### src/rtl/cnn_pkg.sv
// Shared CNN datapath definitions: ALU control codes and the window sequencer states.
package cnn_pkg;

  localparam logic [2:0] ALU_CTRL_ADD = 3'b000;
  localparam logic [2:0] ALU_CTRL_SUB = 3'b001;
  localparam logic [2:0] ALU_CTRL_MAC = 3'b111;

  typedef enum logic [1:0] {
    IDLE  = 2'd0,
    ISSUE = 2'd1,
    DRAIN = 2'd2,
    DONE  = 2'd3
  } seq_state_t;

endpackage

### src/rtl/mac_accumulator.sv
// Signed multiply-accumulate register. Operands are sign-extended (or truncated) to the
// accumulator width before multiplying, so the product and sum both wrap modulo 2^ACC_W.
module mac_accumulator #(
  parameter int DATA_W = 32,
  parameter int ACC_W  = 32
) (
  input  logic              clk,
  input  logic              rst,
  input  logic              clear,
  input  logic              en,
  input  logic [DATA_W-1:0] in_data,
  input  logic [DATA_W-1:0] w_data,
  output logic [ACC_W-1:0]  acc
);

  logic [ACC_W-1:0] inExt;
  logic [ACC_W-1:0] wExt;
  logic [ACC_W-1:0] product;
  logic [ACC_W-1:0] acc_q;
  logic [ACC_W-1:0] acc_d;

  // Only the low ACC_W bits of the product are kept, so operands wider than the
  // accumulator can be cut down before multiplying without changing the result.
  generate
    if (DATA_W < ACC_W) begin : g_extend
      assign inExt = {{(ACC_W-DATA_W){in_data[DATA_W-1]}}, in_data};
      assign wExt  = {{(ACC_W-DATA_W){w_data[DATA_W-1]}}, w_data};
    end else begin : g_truncate
      assign inExt = in_data[ACC_W-1:0];
      assign wExt  = w_data[ACC_W-1:0];
    end
  endgenerate

  // Next accumulator value: clear at window start, add one product per valid tap.
  always_comb begin
    product = inExt * wExt;
    acc_d   = acc_q;
    if (clear) begin
      acc_d = '0;
    end else if (en) begin
      acc_d = acc_q + product;
    end
  end

  // Accumulator register with synchronous active-low reset.
  always_ff @(posedge clk) begin
    if (!rst) begin
      acc_q <= '0;
    end else begin
      acc_q <= acc_d;
    end
  end

  assign acc = acc_q;

endmodule

### src/rtl/conv_mac_sequencer.sv
// Sequences one KSIZE x KSIZE convolution window: issues buffer reads tap by tap, feeds the
// returning words into the MAC accumulator, and hands back the window sum over valid/ready.
// While a window is in flight it owns the shared ALU slot (MAC code) and stalls the core.
module conv_mac_sequencer
  import cnn_pkg::*;
#(
  parameter int DATA_W = 32,
  parameter int ACC_W  = 32,
  parameter int ADDR_W = 8,
  parameter int KSIZE  = 3
) (
  input  logic              clk,
  input  logic              rst,
  input  logic              start,
  input  logic [ADDR_W-1:0] base_in_addr,
  input  logic [ADDR_W-1:0] base_w_addr,
  input  logic [ADDR_W-1:0] row_stride,
  output logic              rd_en,
  output logic [ADDR_W-1:0] in_addr,
  output logic [ADDR_W-1:0] w_addr,
  input  logic [DATA_W-1:0] in_data,
  input  logic [DATA_W-1:0] w_data,
  output logic [2:0]        alu_ctrl,
  output logic              stall_req,
  output logic              busy,
  output logic [ACC_W-1:0]  result,
  output logic              result_valid,
  input  logic              result_ready
);

  localparam int TAPS  = KSIZE * KSIZE;
  localparam int COL_W = (KSIZE > 1) ? $clog2(KSIZE) : 1;
  localparam int IDX_W = (TAPS > 1) ? $clog2(TAPS) : 1;
  localparam logic [COL_W-1:0] COL_LAST = COL_W'(KSIZE - 1);
  localparam logic [IDX_W-1:0] IDX_LAST = IDX_W'(TAPS - 1);

  seq_state_t        state_q, state_d;
  logic [COL_W-1:0]  col_q, col_d;
  logic [IDX_W-1:0]  idx_q, idx_d;
  logic [ADDR_W-1:0] rowOff_q, rowOff_d;
  logic [ADDR_W-1:0] baseIn_q, baseIn_d;
  logic [ADDR_W-1:0] baseW_q, baseW_d;
  logic [ADDR_W-1:0] stride_q, stride_d;
  logic              dv_q;
  logic              accClear;
  logic [ACC_W-1:0]  accValue;

  // Next-state, counter and output decode. The row offset is kept as a running sum of the
  // stride, which gives row*row_stride without a multiplier.
  always_comb begin
    state_d      = state_q;
    col_d        = col_q;
    idx_d        = idx_q;
    rowOff_d     = rowOff_q;
    baseIn_d     = baseIn_q;
    baseW_d      = baseW_q;
    stride_d     = stride_q;
    accClear     = 1'b0;
    rd_en        = 1'b0;
    busy         = 1'b1;
    result_valid = 1'b0;
    in_addr      = '0;
    w_addr       = '0;

    case (state_q)
      IDLE: begin
        busy = 1'b0;
        if (start) begin
          state_d  = ISSUE;
          baseIn_d = base_in_addr;
          baseW_d  = base_w_addr;
          stride_d = row_stride;
          col_d    = '0;
          idx_d    = '0;
          rowOff_d = '0;
          accClear = 1'b1;
        end
      end
      ISSUE: begin
        rd_en   = 1'b1;
        in_addr = baseIn_q + rowOff_q + ADDR_W'(col_q);
        w_addr  = baseW_q + ADDR_W'(idx_q);
        if (idx_q == IDX_LAST) begin
          state_d = DRAIN;
        end else begin
          idx_d = idx_q + IDX_W'(1);
          if (col_q == COL_LAST) begin
            col_d    = '0;
            rowOff_d = rowOff_q + stride_q;
          end else begin
            col_d = col_q + COL_W'(1);
          end
        end
      end
      DRAIN: begin
        state_d = DONE;
      end
      DONE: begin
        result_valid = 1'b1;
        if (result_ready) begin
          state_d = IDLE;
        end
      end
      default: begin
        state_d = IDLE;
      end
    endcase
  end

  assign stall_req = busy;
  assign alu_ctrl  = busy ? ALU_CTRL_MAC : ALU_CTRL_ADD;
  assign result    = accValue;

  // State, counters and latched window parameters; reset abandons any window in flight.
  always_ff @(posedge clk) begin
    if (!rst) begin
      state_q  <= IDLE;
      col_q    <= '0;
      idx_q    <= '0;
      rowOff_q <= '0;
      baseIn_q <= '0;
      baseW_q  <= '0;
      stride_q <= '0;
      dv_q     <= 1'b0;
    end else begin
      state_q  <= state_d;
      col_q    <= col_d;
      idx_q    <= idx_d;
      rowOff_q <= rowOff_d;
      baseIn_q <= baseIn_d;
      baseW_q  <= baseW_d;
      stride_q <= stride_d;
      dv_q     <= rd_en;
    end
  end

  mac_accumulator #(
    .DATA_W(DATA_W),
    .ACC_W (ACC_W)
  ) u_acc (
    .clk    (clk),
    .rst    (rst),
    .clear  (accClear),
    .en     (dv_q),
    .in_data(in_data),
    .w_data (w_data),
    .acc    (accValue)
  );

endmodule

### config.mk
export PLATFORM = sky130hd
export DESIGN_NAME = conv_mac_sequencer
export DESIGN_NICKNAME = d
export VERILOG_FILES = /design/src/rtl/cnn_pkg.sv /design/src/rtl/mac_accumulator.sv /design/src/rtl/conv_mac_sequencer.sv
export SDC_FILE = /design/constraint.sdc
export NUM_CORES = 1
export LEC_CHECK = 0
export BUFFER_PORTS_ARGS = -buffer_cell sky130_fd_sc_hd__buf_2
export CAP_MARGIN = 20
export CORE_MARGIN = 2
export CORE_UTILIZATION = 60
export DETAILED_ROUTE_END_ITERATION = 16
export MAX_ROUTING_LAYER = met4
export PLACE_DENSITY = 0.89
export SLEW_MARGIN = 20
export SYNTH_ARGS = -nofsm -noshare
export SYNTH_HDL_FRONTEND = slang
export SYNTH_SLANG_ARGS = --single-unit
### constraint.sdc
create_clock -name clk -period 17.9 [get_ports clk]
set_clock_uncertainty 0.05 [all_clocks]
set_input_delay 2.685 -clock clk [delete_from_list [all_inputs] [get_ports clk]]
set_output_delay 2.685 -clock clk [all_outputs]
set_load 0.02 [all_outputs]
---- After elaboration in Yosys (flattened, before gate mapping) ----
Cells that the tools add are included.
W data, S select, Z words.
storage, ports and cells
  register bits ........................... 73
  input port bits ......................... 92
  output and inout bits ................... 55
  logic and storage cells ................. 58
operators by class
  add/subtract/negate cells ............... 7
  $mul .................................... 1
  equal/unequal tests ..................... 10
  mux-type cells .......................... 23
  bitwise logic cells ..................... 1
  reduce and logical (&&, ||, !) cells .... 7
operators by type and width
  operator               count
  $mux W8                5
  $add A32 B32 Y32       1
  $mul A32 B32 Y32       1
  $add A8 B8 Y8          2
  $pmux W8 S2            1
  $mux W2                6
  $ne A2 B2 Y1 const B   5
  $add A8 B2 Y8          1
  $add A8 B4 Y8          1
  $mux W4                2
  $pmux W2 S4            1
  $pmux W4 S2            1
  $eq A2 B2 Y1 const B   3
  $reduce_and A3 Y1      2
  $mux W1                5
  $add A4 B1 Y4 const B  1
  $eq A4 B4 Y1 const B   1
  $pmux W2 S2            1
  $reduce_and A4 Y1      1
  $mux W3                1
  $add A2 B1 Y2 const B  1
  $eq A2 B1 Y1 const B   1
  $logic_not A2 Y1       1
  $reduce_and A2 Y1      1
  other kinds (3)        3

---- Longest topological paths before layout ----
Gate-level depths: netlist of the first run.
  word-level depth ........................ 4
  mapped depth ............................ 29
  mapped depth without buffers ............ 27

---- Modules after synthesis ----
A second synthesis of the first run with hierarchy kept.
unflattened totals
  cells, all modules ...................... 2276
  area, all modules ....................... 20460.9 um^2
by module, submodules not included
  module              instances  cells an instance  area an instance (um^2)  sequential area each (um^2)
  mac_accumulator     1          1969               17939.7                  640.6
  conv_mac_sequencer  1          307                2521.2                   820.8

---- Worst setup path after synthesis of the first run ----
No wires, ideal clock.
  kind .................................... input port to flip-flop
  from .................................... in in_data[12]
  to ...................................... reg u_acc.acc_q[31] (netlist: u_acc.acc[31])
  setup time .............................. 79 ps
  arrival time ............................ 9285 ps
  required time ........................... 17771 ps
  path slack .............................. 8486 ps
  stages on the path ...................... 25
  buffers on the path ..................... 2
  cell sequence ........................... clkbuf_1 -> clkbuf_1 -> nand2_1 -> fa_1 -> fa_1 -> fa_1 -> inv_1 -> fa_1 -> inv_1 -> fa_1 -> inv_1 -> fa_1 -> fa_1 -> inv_1 -> fa_1 -> inv_1 -> ha_1 -> a21o_1 -> a221o_1 -> a21oi_2 -> a21boi_1 -> a2111oi_2 -> o31ai_1 -> xnor2_1 -> a211oi_2
between the ends
  longest elaborated chain between the ends .. 2
RTL lines
  item                    RTL line                  RTL
  start: declaration      conv_mac_sequencer.sv:21  input logic [DATA_W-1:0] in_data,
  $mul A32 B32 Y32        mac_accumulator.sv:36     product = inExt * wExt;
  $add A32 B32 Y32        mac_accumulator.sv:41     acc_d = acc_q + product;
  end signal: assignment  mac_accumulator.sv:48     acc_q <= '0;
  end signal: assignment  mac_accumulator.sv:50     acc_q <= acc_d;
  end: declaration        mac_accumulator.sv:19     logic [ACC_W-1:0] acc_q;
No other way between the ends.
A chain may end at the register's enable or synchronous reset.

---- Worst setup path after layout of the first run ----
  from .................................... in w_data[0]
  to ...................................... reg u_acc.acc_q[30] (netlist: u_acc.acc[30])
between the ends
  longest elaborated chain between the ends .. 2
RTL lines
  item                RTL line                  RTL
  start: declaration  conv_mac_sequencer.sv:22  input logic [DATA_W-1:0] w_data,
  $mul A32 B32 Y32    mac_accumulator.sv:36
  $add A32 B32 Y32    mac_accumulator.sv:41
No other way between the ends.

==> results of run 1 <==
worst register-to-register path, cell delays in order, from the launching register on:
cell and delay, ns:
dfxtp_1 0.35, inv_1 0.12, fa_1 0.54, fa_1 0.58, inv_1 0.06, fa_1 0.48, inv_1 0.06, fa_1 0.53
inv_1 0.05, fa_1 0.48, fa_1 0.46, fa_1 0.53, inv_1 0.05, fa_1 0.48, inv_1 0.04, ha_1 0.32
and3_1 0.23, a221o_1 0.33, a21oi_1 0.16, o31ai_1 0.11, nor2_1 0.23, o21ai_1 0.15, a31oi_1 0.23, xor2_1 0.17
o22ai_1 0.10
cells in the mapped netlist (7+ instances only):
| master | count |
|---|---|
| xor2_1 | 26 |
| o21ai_0 | 13 |
| xnor2_1 | 79 |
| nand2b_1 | 7 |
| a21oi_1 | 63 |
| dfxtp_1 | 73 |
| ha_1 | 152 |
| clkbuf_1 | 92 |
| a21o_1 | 18 |
| nor2_1 | 61 |
| nand2_1 | 265 |
| mux2i_1 | 22 |
| a211oi_1 | 8 |
| nand3_1 | 8 |
| and2_1 | 345 |
| inv_1 | 499 |
| fa_1 | 443 |
layout make-up:
cell class	count	area [sq um]	share of cell area, %
clock inverters	6	73.82	0.3428
inverters	500	1877	8.714
multi-input cells	1586	16590	77.05
clock buffers	10	239.0	1.110
repair buffers	146	730.7	3.393
well taps	448	560.5	2.603
flip-flops and latches	73	1463	6.791
path summary, 6_finish.rpt:
check | slack, ns | start | endpoint
worst max register to register | 10.85 | u_acc.acc[22] | u_acc.acc[30]
worst min register to register | 0.41 | stride_q[5] | stride_q[5]
worst max-delay path | 8.24 | w_data[0] | u_acc.acc[30]
worst min-delay path | 0.41 | stride_q[5] | stride_q[5]
sequential cells by signal, indices dropped and copies added (netlist names):
| signal | count |
|---|---|
| u_acc.acc | 32 |
| baseIn_q | 8 |
| baseW_q | 8 |
| rowOff_q | 8 |
| stride_q | 8 |
| idx_q | 4 |
| col_q | 2 |
| state_q | 2 |
| dv_q | 1 |
through the flow:
stage | util [%] | hold slack [ns]
floorplan | - | 0.3900
global placement | 63.45 | 0.3988
detailed placement | 63.45 | 0.4070
CTS | 64.39 | 0.4157
global route | 64.39 | 0.4309
finish | 64.39 | 0.4135
metal layers:
metal | GRT usage [%] | up-vias
met1 | 40.12 | 7851
met5 | - | -
met2 | 52.80 | 844
met3 | 6.854 | 226
met4 | 14.63 | 0
li1 | - | 6730
cell families after synthesis:
logic type	count (synthesis)
and+or+nand+nor	709
buffers and inverters	607
adders and majority gates	595
AOI/OAI and AO/OA	154
xor gates and xnor gates	106
DFF	73
muxes	22
==> flow_summary_export.csv, run 1 <==
group,metric,value,unit
logic_synthesis,syn_area,0.02036,sq mm
floorplanning,die_h,188.2,um
logic_synthesis,synth_nets,2953,
detailed_routing,top_layer,"met4",
cts,clockBufferDepth,2,
placed_design,gp_congestion,0.9811,
critical_path,max_stage_delay,0.58,ns
cells_and_area,n_fill_cell,2597,
logic_synthesis,postSynthCellCount,2266,
critical_path,slowest_stage,"fa_1",
critical_path,arrival,9.80,ns
logic_synthesis,synth_edf_count,0,
global_route,grt_pass1_vias,17500,
timing,period_share,53.95,%
cells_and_area,post-route-cell-area,0.02154,sq mm
flow_run,drv_cap,0,
floorplanning,start_util,60.88,%
critical_path,crit_top_cell,"fa_1",
cts,numClockSinks,73,
detailed_routing,routed-via-count,15650,
cts,worstSkewPairLatency,0.34,ns
critical_path,crit_type,"input port to flip-flop",
detailed_routing,vias_per_cell,5.652,
placed_design,dp.cells,2753,
logic_synthesis,synthAdderAreaFrac,52.89,%
critical_path,worstPathMaxFanout,32,
detailed_routing,antenna_left,0,
global_route,grt_use_total,32.80,%
timing,tns,0,ns
logic_synthesis,synth_top_area_share,43.55,%
floorplanning,num_rows,67,
logic_synthesis,synth_top_family_by_area,"adder cells",
timing,fin_crit,9.658,ns
logic_synthesis,synth_warnings,0,
critical_path,crit_path_start_kind,"input port",
detailed_routing,wl,53.58,mm
detailed_routing,dr_wl_met2,25.99,mm
floorplanning,coreArea,0.03345,sq mm
logic_synthesis,syn_area_per_cell,8.987,sq um
detailed_routing,met1_length,19.71,mm
detailed_routing,drt_iter0_drc,1082,
timing,layout_setup_ws,8.242,ns
logic_synthesis,yosysSeqAreaShare,7.176,%
timing,rsz0062_at_grt,"no",
logic_synthesis,yosys.area.top_type,"fa_1",
global_route,grt-ovfl-total,0,
timing,tightest_slew,1.107,ns
placed_design,dp_slack,7.923,ns
logic_synthesis,yosys.cell_types.count,60,
critical_path,crit_buf_inv,6,
floorplanning,die_area,0.03543,sq mm
cells_and_area,final_common_cell,"inv_1",
logic_synthesis,synthArstFlopShare,0,%
logic_synthesis,synth_area_leaders,"fa_1, and2_1, ha_1, inv_1, dfxtp_1",
timing,finalHoldViolCount,0,
cells_and_area,syn_to_final_growth,5.757,%
timing,drv_slew,0,
cells_and_area,drive_above_1_share,8.014,%
logic_synthesis,synth_mux_area_share,1.081,%
logic_synthesis,synth_xor_area_share,4.596,%
cts,clkTransAtPathRegs,0.06,ns
cts,cts_tree,"yes",
critical_path,required,18.04,ns
critical_path,r2r_cells,24,
detailed_routing,drc,0,
cells_and_area,fin_cells,2769,
critical_path,critical_path.top_delay_family,"adder cells",
placed_design,hpwl,41.69,mm
global_route,grt_first_pass_wirelength,88.39,mm
cts,ctsResizeCount,0,
placed_design,io_buffers,146,
placed_design,placed_cell_area,0.02122,sq mm
global_route,antenna_found_initial,0,
logic_synthesis,synth-compound-area-share,5.118,%
logic_synthesis,ys_ff_latch,73,
cts,cts_made_buffers,9,
detailed_routing,dr_wl_met3,5.128,mm
cells_and_area,layout_common_cells,"inv_1, fa_1, and2_1, nand2_1, ha_1",
detailed_routing,routedWlPerCell,19.35,um
cts,htree_levels,3,
status,status,"finished clean",
cells_and_area,nets,3003,
global_route,grt_max_degree,40,
cts,cts_hold_buffers,0,
hold_path,hp-class,"flip-flop to flip-flop",
cts,root_buffer,"clkbuf_16",
logic_synthesis,ys.flop_type,"dfxtp_1",
hold_path,hold-path-cell-count,2,
detailed_routing,dr.pass1.iters,6,
cells_and_area,antennaDiodeCount,0,
timing,finalSetupViolations,0,
floorplanning,die-width,188.2,um
timing,max_freq,103.5,MHz
critical_path,endpoint_kind,"flip-flop",
critical_path,crit_cells,25,
timing,slew_headroom,26.17,%
logic_synthesis,synthSimpleGateAreaFrac,17.80,%
floorplanning,ioPinCount,147,
cts,post_cts.repair.setup_buffers,0,
Power of run 1 is left out: the tool's default activity adds up to more than one toggle a clock period on the data nets, which glitch-free logic cannot reach.
==> run 2, diff against run 1 <==
--- a/config.mk
+++ b/config.mk
@@ -8,10 +8,10 @@
 export BUFFER_PORTS_ARGS = -buffer_cell sky130_fd_sc_hd__buf_2
 export CAP_MARGIN = 20
 export CORE_MARGIN = 2
-export CORE_UTILIZATION = 60
+export CORE_UTILIZATION = 58
 export DETAILED_ROUTE_END_ITERATION = 16
 export MAX_ROUTING_LAYER = met4
-export PLACE_DENSITY = 0.89
+export PLACE_DENSITY = 0.9
 export SLEW_MARGIN = 20
 export SYNTH_ARGS = -nofsm -noshare
 export SYNTH_HDL_FRONTEND = slang
==> constraint.sdc (replaced) <==
create_clock -name clk -period 7.9 [get_ports clk]
set_clock_uncertainty 0.05 [all_clocks]
set_input_delay 1.185 -clock clk [delete_from_list [all_inputs] [get_ports clk]]
set_output_delay 1.185 -clock clk [all_outputs]
set_load 0.02 [all_outputs]
==> run 2 against run 1 <==
  * Non-clock buffer count increased by 135
  * Die area is 3.4% higher
  * Via count rose by 2.4%
  * Worst setup slack worse by 8.0 ns
  * Sequential share of layout area fell by 0.37 points
  * Routed wire length increased by 4.2%
  * Sequential cell count did not move
  * Final area increased by 5.8%
  * Global-route usage up 0.66 points
  * First-iteration DRC count rose by 16%
  * Critical path type unchanged
  * Critical endpoint unchanged
==> flow_summary_export.csv, run 2 (synthesis gave the netlist of run 1 again) <==
group,metric,value,unit
status,status,"finished clean",
placed_design,dp_slack,-0.2468,ns
critical_path,max_stage_delay,0.55,ns
detailed_routing,antenna_left,0,
cells_and_area,nets,3138,
floorplanning,ioPinCount,147,
cells_and_area,n_fill_cell,2671,
timing,fin_crit,7.686,ns
global_route,grt_pass1_vias,17800,
timing,tns,0,ns
timing,period_share,97.29,%
floorplanning,die-width,191.4,um
critical_path,required,8.10,ns
floorplanning,num_rows,68,
cts,clockBufferDepth,2,
timing,finalHoldViolCount,0,
critical_path,crit_path_start_kind,"input port",
cts,htree_levels,3,
floorplanning,coreArea,0.03454,sq mm
detailed_routing,drc,0,
critical_path,slowest_stage,"fa_1",
cells_and_area,utilization,65.98,%
cells_and_area,layout.area.seq,0.001463,sq mm
global_route,grt-ovfl-total,0,
cts,root_buffer,"clkbuf_16",
detailed_routing,routedWlPerCell,19.16,um
cts,cts_made_buffers,9,
cts,cts_tree,"yes",
detailed_routing,dr.pass1.iters,5,
detailed_routing,drt_iter0_drc,1251,
critical_path,crit_type,"input port to flip-flop",
cells_and_area,multi_input_area,0.01673,sq mm
global_route,grt_first_pass_wirelength,91.91,mm
timing,slew_headroom,29.30,%
cells_and_area,final_common_cell,"inv_1",
critical_path,worstPathMaxFanout,7,
cells_and_area,syn_to_final_growth,11.92,%
cts,numClockSinks,73,
global_route,grt_max_degree,40,
cts,clkTransAtPathRegs,0.07,ns
floorplanning,die_area,0.03663,sq mm
timing,drv_slew,0,
flow_run,drv_cap,0,
cts,worstSkewPairLatency,0.35,ns
timing,holdWs,0.4128,ns
timing,layout_setup_ws,0.2138,ns
global_route,antenna_found_initial,2,
critical_path,endpoint_kind,"flip-flop",
detailed_routing,routed-via-count,16020,
placed_design,io_buffers,146,
cells_and_area,largest_register_ffs,32,
timing,tightest_slew,1.061,ns
cells_and_area,drive_above_1_share,13.84,%
timing,max_freq,130.1,MHz
global_route,grt_use_total,33.46,%
timing,finalSetupViolations,0,
detailed_routing,vias_per_cell,5.499,
floorplanning,start_util,58.95,%
cells_and_area,layout_common_cells,"inv_1, fa_1, and2_1, nand2_1, ha_1",
critical_path,arrival,7.89,ns
floorplanning,die_h,191.4,um
hold_path,hp-class,"flip-flop to flip-flop",
placed_design,hpwl,47.13,mm
placed_design,gp_congestion,0.9481,
detailed_routing,wl,55.81,mm
-- run 2: layout make-up --
class                      count  share of cell area [%]
tap                          455                   2.498
timing repair buffer         281                   8.059
sequential                    73                   6.417
clock buffer                   9                  0.9881
inverter                     500                   8.235
antenna                        2                 0.02196
clock inverter                 7                  0.3733
multi-input combinational   1586                   73.41
-- run 2: worst paths after layout --
check,start,end,slack [ns],cells past startpoint
worst max-delay path,in_data[11],u_acc.acc[30],0.21,29
worst min-delay path,baseW_q[3],baseW_q[3],0.41,2
worst max register to register,u_acc.acc[21],u_acc.acc[29],0.84,25
worst min register to register,baseW_q[3],baseW_q[3],0.41,2
-- run 2: layer usage --
layer  up-vias  wire length, um  global-route usage, %
met5         -                0                      -
met1      8099            21430                  42.42
met2       765            27320                  54.44
li1       7006                -                      -
met3       149             4814                  5.985
met4         0             2246                  11.27
-- run 2: worst max-delay path: cells and delay by family --
kind | cells | cell delay, ns
AO/OA/AOI/OAI | 5 | 0.92
buffers and inverters | 10 | 0.99
XOR/XNOR | 1 | 0.16
adder cells (fa/ha/maj) | 9 | 3.94
AND/OR/NAND/NOR | 4 | 0.70
-- run 2: timing repair --
item	in CTS	in global routing
buffers inserted	0	1
hold buffers	0	0
endpoints found under the setup margin	0	7
hold endpoints to repair	0	0
gates resized for setup	0	34
-- run 2: stage by stage --
stage	cells	instance area (sq um)
floorplan	2266	20370
global route	2913	22790
CTS	2910	22610
finish	2913	22790
detailed placement	2894	22300
global placement	2894	22300
Power of run 2 is left out for the same reason.
==> run 3, diff against run 2 <==
--- a/config.mk
+++ b/config.mk
@@ -5,6 +5,7 @@
 export SDC_FILE = /design/constraint.sdc
 export NUM_CORES = 1
 export LEC_CHECK = 0
+export ABC_AREA = 1
 export BUFFER_PORTS_ARGS = -buffer_cell sky130_fd_sc_hd__buf_2
 export CAP_MARGIN = 20
 export CORE_MARGIN = 2
==> run 3 against run 2 <==
  * Area after synthesis grew 7.3%
  * First-iteration DRC count up 21%
  * Synthesized cell count grew 32%
  * Non-clock buffer count is 97 lower
  * Worst setup slack better by 0.16 ns
  * Global-route usage decreased by 3.2 points
  * Sequential share of layout area fell by 0.12 points
  * Critical path depth down 1
  * Final cell count rose by 23%
  * Die area grew 7.2%
  * Sequential cell count is the same
  * Critical endpoint is now u_acc.acc[27]
==> flow_summary_export.csv, run 3 <==
group,metric,value,unit
logic_synthesis,yosys.area.top_type,"fa_1",
critical_path,required,8.14,ns
critical_path,arrival,7.77,ns
logic_synthesis,ys.flop_type,"dfxtp_1",
logic_synthesis,yosysSeqAreaShare,6.688,%
cells_and_area,post-route-cell-area,0.02321,sq mm
cts,post_cts.repair.setup_buffers,0,
cts,cts_made_buffers,9,
logic_synthesis,syn_area,0.02185,sq mm
floorplanning,coreArea,0.03740,sq mm
cts,cts_tree,"yes",
detailed_routing,dr.pass1.iters,5,
logic_synthesis,synth_edf_count,0,
cells_and_area,nets,3744,
logic_synthesis,synth_warnings,0,
flow_run,drv_cap,0,
cells_and_area,antennaDiodeCount,0,
detailed_routing,routedWlPerCell,15.12,um
timing,finalHoldViolCount,0,
cells_and_area,final_common_cell,"inv_1",
cts,htree_levels,3,
cts,clkTransAtPathRegs,0.06,ns
logic_synthesis,yosys.cell_types.count,46,
timing,drv_slew,0,
logic_synthesis,ys_ff_latch,73,
timing,slew_headroom,30.57,%
global_route,grt_max_degree,35,
timing,max_freq,132.8,MHz
global_route,grt_use_total,30.23,%
global_route,grt_pass1_vias,18980,
logic_synthesis,synth_area_leaders,"fa_1, inv_1, nand2_1, ha_1, dfxtp_1",
placed_design,io_buffers,146,
detailed_routing,vias_per_cell,5.141,
detailed_routing,wl,54.01,mm
placed_design,gp_congestion,0.9691,
critical_path,crit_path_start_kind,"input port",
cells_and_area,utilization,62.06,%
logic_synthesis,synthArstFlopShare,0,%
cts,worstSkewPairLatency,0.34,ns
detailed_routing,antenna_left,0,
detailed_routing,drc,0,
logic_synthesis,synth.most_common_cell,"inv_1",
cts,clockBufferDepth,2,
placed_design,dp.cells,3557,
floorplanning,ioPinCount,147,
critical_path,crit_type,"input port to flip-flop",
floorplanning,die-width,198.1,um
timing,tightest_slew,1.038,ns
cts,cts_hold_buffers,0,
logic_synthesis,synth_nets,3680,
critical_path,slowest_stage,"fa_1",
detailed_routing,drt_iter0_drc,1511,
floorplanning,start_util,58.43,%
cells_and_area,fin_cells,3573,
global_route,antenna_found_initial,1,
global_route,grt_first_pass_wirelength,91.71,mm
cells_and_area,syn_to_final_growth,6.207,%
critical_path,critical_path.top_delay_family,"adder cells",
cells_and_area,n_fill_cell,3013,
critical_path,worstPathMaxFanout,17,
global_route,grt-ovfl-total,0,
critical_path,crit_top_cell,"fa_1",
cts,numClockSinks,73,
cts,ctsResizeCount,0,
cells_and_area,layout_common_cells,"inv_1, nand2_1, fa_1, ha_1, buf_2",
logic_synthesis,synth_top_area_share,40.58,%
logic_synthesis,synth_commonest_cells,"inv_1, nand2_1, fa_1",
floorplanning,num_rows,71,
detailed_routing,routed-via-count,18370,
cts,root_buffer,"clkbuf_16",
timing,rsz0062_at_grt,"no",
placed_design,hpwl,45.57,mm
cells_and_area,largest_register_ffs,32,
logic_synthesis,syn_area_per_cell,7.301,sq um
hold_path,hp-class,"flip-flop to flip-flop",
cells_and_area,drive_above_1_share,8.295,%
placed_design,placed_cell_area,0.02291,sq mm
floorplanning,die_h,198.1,um
logic_synthesis,postSynthCellCount,2993,
timing,period_share,95.33,%
floorplanning,die_area,0.03925,sq mm
timing,finalSetupViolations,0,
critical_path,crit_buf_inv,8,
critical_path,max_stage_delay,0.54,ns
timing,fin_crit,7.531,ns
critical_path,endpoint_kind,"flip-flop",
timing,tns,0,ns
status,status,"finished clean",
run 3: cell families after synthesis:
group | synth area share [%]
buffers and inverters | 19.48
AND/OR/NAND/NOR | 18.12
XOR/XNOR | 0.9620
adder cells (fa/ha/maj) | 49.29
AO/OA/AOI/OAI | 5.462
flip-flops | 6.688
run 3: worst register-to-register path, stage by stage, from the launching register on:
cell,delay (ns)
dfxtp_1,0.43
inv_1,0.09
fa_1,0.53
fa_1,0.54
inv_1,0.05
fa_1,0.49
inv_1,0.07
fa_1,0.52
inv_1,0.05
fa_1,0.48
fa_1,0.53
fa_1,0.50
inv_1,0.07
fa_1,0.49
inv_1,0.04
ha_1,0.36
a21oi_1,0.23
o21ai_0,0.12
a21oi_1,0.29
o2111ai_1,0.14
nor2_1,0.16
inv_1,0.06
nand2_1,0.08
nand3_1,0.06
nand2_1,0.08
inv_1,0.04
run 3: final timing paths:
check                        to  cells after the start  slack (ns)     startpoint
hold / removal     u_acc.acc[3]                      2        0.43   u_acc.acc[3]
setup / recovery  u_acc.acc[27]                     28        0.37      w_data[1]
hold reg to reg    u_acc.acc[3]                      2        0.43   u_acc.acc[3]
setup reg to reg  u_acc.acc[31]                     25        1.25  u_acc.acc[22]
run 3: routing by layer:
| layer | wire, um | vias to the layer above | track usage, % |
|---|---|---|---|
| li1 | - | 8538 | - |
| met1 | 20950 | 8736 | 38.20 |
| met2 | 26120 | 933 | 49.36 |
| met3 | 4942 | 162 | 5.008 |
| met4 | 2001 | 0 | 10.89 |
| met5 | 0 | - | - |
run 3: cell type report:
cell class	count	area (sq um)	area share [%]
multi-input combinational	1814	16130	69.52
inverter	975	3660	15.77
sequential	73	1461	6.297
timing repair buffer	184	1016	4.378
tap	511	639.4	2.755
clock buffer	10	229.0	0.9866
clock inverter	6	68.82	0.2965
run 3: metrics by stage:
stage	hold WS, ns	setup slack [ns]
detailed placement	0.4164	0.1156
finish	0.4251	0.3689
global route	0.4380	0.008720
floorplan	0.4092	0.3790
CTS	0.4262	0.4100
global placement	0.4135	0.2574
Power of run 3 is left out for the same reason.
